===== config.mk =====
export PLATFORM = sky130hd
export DESIGN_NAME = holl_mem_arbiter
export DESIGN_NICKNAME = d
export VERILOG_FILES = /design/src/rtl/holl_mem_arbiter.sv
export SDC_FILE = /design/constraint.sdc
export NUM_CORES = 1
export LEC_CHECK = 0
export CORE_MARGIN = 8
export CORE_UTILIZATION = 35
export DETAILED_ROUTE_END_ITERATION = 8
export PLACE_DENSITY = 0.68
export SYNTH_ARGS = -nofsm -noshare
export SYNTH_HDL_FRONTEND = slang
export SYNTH_SLANG_ARGS = --single-unit

===== constraint.sdc =====
create_clock -name clk -period 4.8 [get_ports clk]
set_input_delay 0.48 -clock clk [delete_from_list [all_inputs] [get_ports clk]]
set_output_delay 0.48 -clock clk [all_outputs]
set_load 0.01 [all_outputs]

===== src/rtl/holl_mem_arbiter.sv =====
// holl_mem_arbiter: two-requester round-robin arbiter for one single-port sync RAM,
// with bounded ownership lock and a registered, tag-steered read return path.
module holl_mem_arbiter #(
    parameter int DATA_WIDTH = 32,
    parameter int ADDR_WIDTH = 5,
    parameter int MAX_LOCK   = 16
) (
    input  logic                  clk,
    input  logic                  reset,
    input  logic                  a_req,
    input  logic                  a_we,
    input  logic                  a_lock,
    input  logic [ADDR_WIDTH-1:0] a_addr,
    input  logic [DATA_WIDTH-1:0] a_wdata,
    output logic                  a_gnt,
    output logic                  a_rvalid,
    output logic [DATA_WIDTH-1:0] a_rdata,
    input  logic                  b_req,
    input  logic                  b_we,
    input  logic                  b_lock,
    input  logic [ADDR_WIDTH-1:0] b_addr,
    input  logic [DATA_WIDTH-1:0] b_wdata,
    output logic                  b_gnt,
    output logic                  b_rvalid,
    output logic [DATA_WIDTH-1:0] b_rdata,
    output logic                  mem_we,
    output logic [ADDR_WIDTH-1:0] mem_addr,
    output logic [DATA_WIDTH-1:0] mem_din,
    input  logic [DATA_WIDTH-1:0] mem_dout
);
    localparam int CW = $clog2(MAX_LOCK + 1);

    typedef enum logic [1:0] {IDLE, OWN_A, OWN_B} state_t;

    state_t                state_q, state_d;
    logic                  rr_q, rr_d;
    logic [CW-1:0]         lock_cnt_q, lock_cnt_d;
    logic [ADDR_WIDTH-1:0] addr_q, addr_d;
    logic [DATA_WIDTH-1:0] din_q, din_d;
    logic [1:0]            rd_v_q, rd_v_d, rd_b_q, rd_b_d;
    logic [DATA_WIDTH-1:0] a_rdata_q, a_rdata_d, b_rdata_q, b_rdata_d;
    logic                  force_a, force_b, other_req;

    // rr_q: 0 = A has priority on the next conflict, 1 = B
    always_comb begin
        force_b    = (state_q == OWN_A) && b_req && (lock_cnt_q == CW'(MAX_LOCK));
        force_a    = (state_q == OWN_B) && a_req && (lock_cnt_q == CW'(MAX_LOCK));
        a_gnt      = (state_q == IDLE)  ? a_req && (!b_req || !rr_q) :
                     (state_q == OWN_A) ? a_req && !force_b : force_a;
        b_gnt      = (state_q == IDLE)  ? b_req && (!a_req || rr_q) :
                     (state_q == OWN_B) ? b_req && !force_a : force_b;
        mem_we     = (a_gnt && a_we) || (b_gnt && b_we);
        mem_addr   = a_gnt ? a_addr : b_gnt ? b_addr : addr_q;
        mem_din    = a_gnt ? a_wdata : b_gnt ? b_wdata : din_q;
        addr_d     = mem_addr;
        din_d      = mem_din;
        other_req  = (state_q == OWN_A) ? b_req : (state_q == OWN_B) ? a_req : 1'b0;
        lock_cnt_d = (other_req && lock_cnt_q != CW'(MAX_LOCK)) ? lock_cnt_q + CW'(1) : lock_cnt_q;
        rr_d       = a_gnt ? 1'b1 : b_gnt ? 1'b0 : rr_q;
        state_d    = state_q;
        // a fresh lock (or a release) restarts the ownership budget; a re-lock by the owner does not
        if (a_gnt) begin
            state_d = a_lock ? OWN_A : IDLE;
            if (state_q != OWN_A || !a_lock) lock_cnt_d = '0;
        end
        if (b_gnt) begin
            state_d = b_lock ? OWN_B : IDLE;
            if (state_q != OWN_B || !b_lock) lock_cnt_d = '0;
        end
        rd_v_d    = {rd_v_q[0], (a_gnt && !a_we) || (b_gnt && !b_we)};
        rd_b_d    = {rd_b_q[0], b_gnt};
        a_rdata_d = (rd_v_q[0] && !rd_b_q[0]) ? mem_dout : a_rdata_q;
        b_rdata_d = (rd_v_q[0] && rd_b_q[0]) ? mem_dout : b_rdata_q;
    end

    always_ff @(posedge clk or posedge reset) begin
        if (reset) begin
            state_q    <= IDLE;
            rr_q       <= 1'b0;
            lock_cnt_q <= '0;
            addr_q     <= '0;
            din_q      <= '0;
            rd_v_q     <= '0;
            rd_b_q     <= '0;
            a_rdata_q  <= '0;
            b_rdata_q  <= '0;
        end else begin
            state_q    <= state_d;
            rr_q       <= rr_d;
            lock_cnt_q <= lock_cnt_d;
            addr_q     <= addr_d;
            din_q      <= din_d;
            rd_v_q     <= rd_v_d;
            rd_b_q     <= rd_b_d;
            a_rdata_q  <= a_rdata_d;
            b_rdata_q  <= b_rdata_d;
        end
    end

    assign a_rvalid = rd_v_q[1] && !rd_b_q[1];
    assign b_rvalid = rd_v_q[1] && rd_b_q[1];
    assign a_rdata  = a_rdata_q;
    assign b_rdata  = b_rdata_q;
endmodule


==> results of run 1 <==
path summary, 6_finish.rpt:
check                               from           to  slack [ns]  cells after the start
setup / recovery           lock_cnt_q[0]   mem_din[7]        0.71                      8
min in group asynchronous          reset  a_rdata[19]        0.63                      2
hold reg to reg                rd_b_q[0]    rd_b_q[1]        0.39                      0
hold / removal                 rd_b_q[0]    rd_b_q[1]        0.39                      0
max in group asynchronous          reset     din_q[3]        3.06                      3
setup reg to reg           lock_cnt_q[0]    din_q[31]        2.09                      7
power groups by stage:
stage	clock [mW]	combinational, mW	sequential [mW]
2_1_floorplan	0	1.22	1.75
3_3_place_gp	0	2.70	1.64
3_5_place_dp	0	2.75	1.67
4_1_cts	1.25	2.76	1.66
5_1_grt	1.30	2.92	1.71
6_report	1.22	2.74	1.65
area by class of cell:
class	count	share of cell area
Sequential cell	113	0.3486
Timing Repair Buffer	230	0.2798
Multi-Input combinational cell	266	0.2670
Clock buffer	18	0.05413
Tap cell	188	0.02899
Clock inverter	13	0.01712
Inverter	9	0.004473
cells in the final DEF (no fill, tap or decap), types with 11 or more instances in the layout:
| master | n |
|---|---|
| sky130_fd_sc_hd__a21oi_1 | 40 |
| sky130_fd_sc_hd__a31oi_1 | 37 |
| sky130_fd_sc_hd__buf_4 | 11 |
| sky130_fd_sc_hd__clkbuf_16 | 17 |
| sky130_fd_sc_hd__clkdlybuf4s50_1 | 218 |
| sky130_fd_sc_hd__dfrtp_1 | 113 |
| sky130_fd_sc_hd__mux2_2 | 61 |
| sky130_fd_sc_hd__nand4_1 | 37 |
| sky130_fd_sc_hd__o311ai_0 | 24 |
| sky130_fd_sc_hd__o311ai_1 | 14 |
worst max-delay path, delay by kind of cell, from the launching register on:
kind            cells  cell delay [ns]
simple gates        3             1.35
buf+inv             3             0.96
flops               1             0.40
compound gates      1             0.29
fa+ha+maj           1             0.20
sequential cells by signal (all words and copies together) (netlist names):
name        count
a_rdata        32
b_rdata        32
din_q          32
addr_q          5
lock_cnt_q      5
rd_b_q          2
rd_v_q          2
state_q         2
rr_q            1
logic make-up after synthesis:
family	Yosys count
xor gates and xnor gates	3
AOI/OAI and AO/OA	133
and+or+nand+nor	62
DFF	113
adders and majority gates	2
buffers and inverters	61
muxes	66
per-layer routing:
metal	up-vias	share of wire
met5	-	0.00073
met3	31	0.089
met4	2	0.026
met1	2304	0.43
met2	248	0.46
li1	2116	-
per-stage QoR:
| stage | hold slack, ns | instances | cell area (µm²) |
|---|---|---|---|
| 2_1_floorplan | 0.3662 | 440 | 5274 |
| 3_3_place_gp | 0.3819 | 806 | 7535 |
| 3_5_place_dp | 0.3873 | 806 | 7535 |
| 4_1_cts | 0.3969 | 837 | 8113 |
| 5_1_grt | 0.4060 | 837 | 8113 |
| 6_report | 0.3854 | 837 | 8113 |
==> metrics.cfg, run 1 <==
[outcome]
status=complete, no violations

[global_routing]
grt.total_usage=0.1851
number_of_global_route_vias_before_repair=4902
global_route_wire_length_before_repair_um=28070
grt-ovfl-total=0
grt_busiest_layer=met2
antenna_found_initial=1
grt_use_met2=0.2864
grt_use_met3=0.07780
grt_start_max_net_pins=79
global_route.usage.met1=0.2203

[logic_synthesis]
synth.most_common_cell=sky130_fd_sc_hd__dfrtp_1
yosys_warnings=0
yosys.area_share.simple=0.08019
synth_xor_xnor_area_share=0.004982
synth_largest_area_cell=sky130_fd_sc_hd__dfrtp_1
synth_top_area_share=0.5362
synth_top_family_by_area=compound AO/OA/AOI/OAI gates
synth.mux.area_fraction=0.1405
avgSynthCellArea_um2=11.99
ys.flop_type=sky130_fd_sc_hd__dfrtp_1
area_contributors_post_synth=sky130_fd_sc_hd__dfrtp_1 54%, sky130_fd_sc_hd__mux2_2 13%, sky130_fd_sc_hd__a31oi_1 4.4%
flop_and_latch_count_out_of_synthesis=113
unique_cell_type_count_in_the_yosys_netlist=48
number_of_flops_mapped_to_enable_cells_by_yosys=0
synthesis.area_um2=5274
synthCells=440
yosys.area_share.adder=0.004745
yosysSeqAreaShare=0.5362
yosys-top-cells-count=113 x sky130_fd_sc_hd__dfrtp_1, 61 x sky130_fd_sc_hd__mux2_2, 41 x sky130_fd_sc_hd__a21oi_1
synth-async-reset-ratio=1.000
syn_nets=556
synth_compound_gate_area_share=0.1749

[power]
power-per-cell-area_nw_per_um2=691.3
net-switching-power_mw=1.944
clock_share_of_power=0.217
leakagePower_nw=3.181
power_report.internal_total_mw=3.665
seqPwrFrac=0.295
pwr-share-comb=0.488
peakVddDrop_v=0.0002631
netSwitchingFraction=0.3466
post-layout-total-power_mw=5.608

[sta]
tightest_slew_ns=1.340
grt_setup_unrepaired=false
final.setup.worst_slack_ns=0.7066
fin_skew_ns=0.007593
final_period_minus_worst_setup_slack_ns=4.093
fmax_mhz=244.3
max_slew_vio_count=0
setup_viol=0
tns_ns=0
relSlewSlack=0.1069
report.final.hold_viol_count=0
layout_worst_path_cycle_share=0.8528

[critical_path]
peak_per_stage_delay_on_the_critical_path_ns=1.04
slowest_stage=sky130_fd_sc_hd__or2_1
arrival_ns=3.61
crit_path_end_kind=output port
worstPathMaxFanout=33
start_kind=register
worst-endpoint-required_ns=4.32
critPathKind=register to output port
cp_cell_sequence=inv_1 -> ha_1 -> nand4bb_1 -> or2_1 -> buf_4 -> nand4_1 -> a31oi_1 -> clkdlybuf4s50_1

[floorplan]
core.rowCount=45
io-pin-count=220
floorplan.core_area_um2=14980
fp.dieW_um=138.8
die_y_um=138.8
floorplan.initialDensity=0.3521
fp.dieArea_um2=19250

[place]
globalplace.congestion=0.8671
port_buffers=219
hpwl_reported_at_the_end_of_detailed_placement_um=12600
worst_setup_timing_slack_at_the_placement_stage_ns=1.041

[min_path]
hold_path.class=register to register

[final_layout]
post-route-util=0.5417
n_fill_cell=1276
n_antenna_cell=0
nets=753
area_of_the_multi_input_gates_um2=2166
area.growth.synth_to_final_pct=53.83
drive_above_1_share=0.1772
seq_area_um2=2828

[cts]
post_cts_buffers=0
cts_root_buffer=sky130_fd_sc_hd__clkbuf_16
clock_tree_sinks=113
numCtsBuffers=17
clk_pin_slew_ns=0.06
cts_tree=built
htreeDepth=4
hold_buffers=0
worstSkewPairLatency_ns=0.41
cts.repair.resized=0
cts.path.max_buffers=2

[detailed_routing]
drt-total-wl_um=17830
route.antenna.remaining_nets=0
detail_route.drc_violations=0
dr.pass1.iters=4
avgViaCountPerCell=5.616
detailedRoute.firstIterationViolations=246
avgRoutedWirePerCell_um=21.31
routed_via_count=4701

[job]
max-cap-violations=0

Note: power is estimated with default switching activity, not from simulation.
==> run 2: changes to the inputs <==
- CELL_PAD_IN_SITES_DETAIL_PLACEMENT: not set -> 2
- CELL_PAD_IN_SITES_GLOBAL_PLACEMENT: not set -> 2
- CORE_UTILIZATION: 35 -> 26
- GPL_ROUTABILITY_DRIVEN: not set -> 1
- PLACE_DENSITY: 0.68 -> 0.79
==> metrics.cfg, run 2 (same netlist as run 1, synthesis figures left out) <==
[final_layout]
nets=752  ; -0.13%
n_antenna_cell=0  ; unchanged
final_cell_mix=218 x sky130_fd_sc_hd__clkdlybuf4s50_1, 113 x sky130_fd_sc_hd__dfrtp_1, 61 x sky130_fd_sc_hd__mux2_2, 40 x sky130_fd_sc_hd__a21oi_1
commonest_non_fill_non_tap_cell_in_the_layout=sky130_fd_sc_hd__clkdlybuf4s50_1
drive_above_1_share=0.1759  ; -0.001270
area.growth.synth_to_final_pct=55.35
fin_cells=918  ; +9.7%
n_fill_cell=2001  ; +57%

[place]
globalplace.congestion=0.8106  ; -6.5%
port_buffers=219  ; unchanged
hpwl_reported_at_the_end_of_detailed_placement_um=15510  ; +23%
place_inst=887  ; +10%

[sta]
tightest_slew_ns=1.039  ; -0.3005 ns
report.final.hold_viol_count=0  ; unchanged
fin_skew_ns=0.009042  ; +0.001449 ns
fmax_mhz=238.6  ; -2.3%
max_slew_vio_count=0  ; unchanged
tns_ns=0  ; unchanged
relSlewSlack=0.3057  ; +0.1988
setup_viol=0  ; unchanged
layout_worst_path_cycle_share=0.8730  ; +0.02018
final_period_minus_worst_setup_slack_ns=4.190  ; +0.09685 ns
grt_setup_unrepaired=false

[detailed_routing]
routed_via_count=4758  ; +1.2%
avgRoutedWirePerCell_um=23.68  ; +11%
detail_route.drc_violations=0  ; unchanged
avgViaCountPerCell=5.183  ; -7.7%
dr.pass1.iters=4  ; unchanged
detailedRoute.firstIterationViolations=147  ; -40%
route.antenna.remaining_nets=0  ; unchanged
drt-total-wl_um=21740  ; +22%

[cts]
worstSkewPairLatency_ns=0.41  ; about the same
numCtsBuffers=17  ; unchanged
post_cts_buffers=0  ; unchanged
htreeDepth=4  ; unchanged
clock_tree_sinks=113  ; unchanged
cts.repair.resized=0  ; unchanged
cts_tree=built
hold_buffers=0  ; unchanged
cts.path.max_buffers=2  ; unchanged
cts_root_buffer=sky130_fd_sc_hd__clkbuf_16
clk_pin_slew_ns=0.06  ; about the same

[min_path]
hold-path-endpoint=rd_b_q[1]
min-delay-start=rd_b_q[0]
hold_path.class=register to register
worst_hold_path.num_cells=0  ; unchanged

[floorplan]
core.rowCount=52  ; +16%
io-pin-count=220  ; unchanged
fp.dieArea_um2=25100  ; +30%
fp.dieW_um=158.4  ; +14%
floorplan.core_area_um2=20100  ; +34%
die_y_um=158.4  ; +14%
floorplan.initialDensity=0.2623  ; -0.08981

[job]
max-cap-violations=0  ; unchanged

[power]
power-per-cell-area_nw_per_um2=695.6  ; +0.62%
post-layout-total-power_mw=5.699  ; +1.6%
leakagePower_nw=3.173  ; -0.25%
peakVddDrop_v=0.0002562  ; -2.6%

[critical_path]
peak_per_stage_delay_on_the_critical_path_ns=0.65  ; -0.39 ns
cp_top_family=buffers and inverters
crit_path_end_kind=output port
worst-endpoint-required_ns=4.32  ; about the same
r2r-end=din_q[24]
critPathKind=register to output port
arrival_ns=3.71  ; +0.10 ns
start_kind=register
worstPathMaxFanout=20  ; -39%
rr_startpoint=lock_cnt_q[0]
cp_cell_sequence=inv_1 -> ha_1 -> nor4bb_1 -> buf_4 -> or4_1 -> buf_4 -> nand4_1 -> a31oi_1 -> clkdlybuf4s50_1
reg2reg_slack_ns=1.98  ; -0.11 ns
critical-path-top-cell-by-count=sky130_fd_sc_hd__buf_4
critical_path.n_buffers_inverters=4  ; +1
worst-r2r-cell-count=8  ; +1
slowest_stage=sky130_fd_sc_hd__or4_1

[global_routing]
grt.total_usage=0.1750  ; -0.01009
grt_use_met2=0.2872  ; +0.0008140
grt_start_max_net_pins=72  ; -8.9%
antenna_found_initial=0  ; -1
grt_use_met3=0.05646  ; -0.02134
grt-ovfl-total=0  ; unchanged
global_route_wire_length_before_repair_um=33350  ; +19%
global_route.usage.met1=0.2112  ; -0.009140
number_of_global_route_vias_before_repair=5592  ; +14%
grt_busiest_layer=met2

[outcome]
status=complete, no violations

## run 2: how the worst max path moves through the flow
stage,startpoint,end,cells after the start
floorplan,reset,a_rdata[0],1
global placement,a_req,mem_din[24],6
detailed placement,a_req,mem_addr[1],5
CTS,lock_cnt_q[0],mem_addr[1],8
global route,lock_cnt_q[0],mem_addr[1],8
finish,lock_cnt_q[0],mem_din[24],9
## run 2: cell type report
type                            instances  area [µm²]  area share
Clock buffer                           19       452.9     0.05528
Inverter                                9       36.28    0.004429
Multi-Input combinational cell        266        2166      0.2644
Timing Repair Buffer                  229        2262      0.2761
Clock inverter                         12       110.1     0.01344
Tap cell                              270       337.8     0.04123
Sequential cell                       113        2828      0.3451
## run 2: layer usage
metal | part of all wire | vias up
li1 | - | 2115
met1 | 0.43 | 2417
met2 | 0.47 | 201
met3 | 0.084 | 25
met4 | 0.016 | 0
met5 | 0 | -
## run 2: where the power goes
| group | internal (mW) | total (mW) | switching (mW) |
|---|---|---|---|
| Clock | 0.736 | 1.20 | 0.465 |
| Sequential | 1.43 | 1.69 | 0.266 |
| Combinational | 1.46 | 2.80 | 1.34 |
| Total | 3.62 | 5.70 | 2.07 |
## run 2: per-stage QoR
step                worst slack, ns  cell area (µm²)    util  hold slack, ns
floorplan                     1.333             5274       -          0.3662
global route                 0.3381             8193  0.4075          0.4261
CTS                          0.6014             8193  0.4075          0.4128
global placement              1.066             7630  0.3795          0.3772
finish                       0.6097             8193  0.4075          0.4128
detailed placement           0.9448             7630  0.3795          0.3957
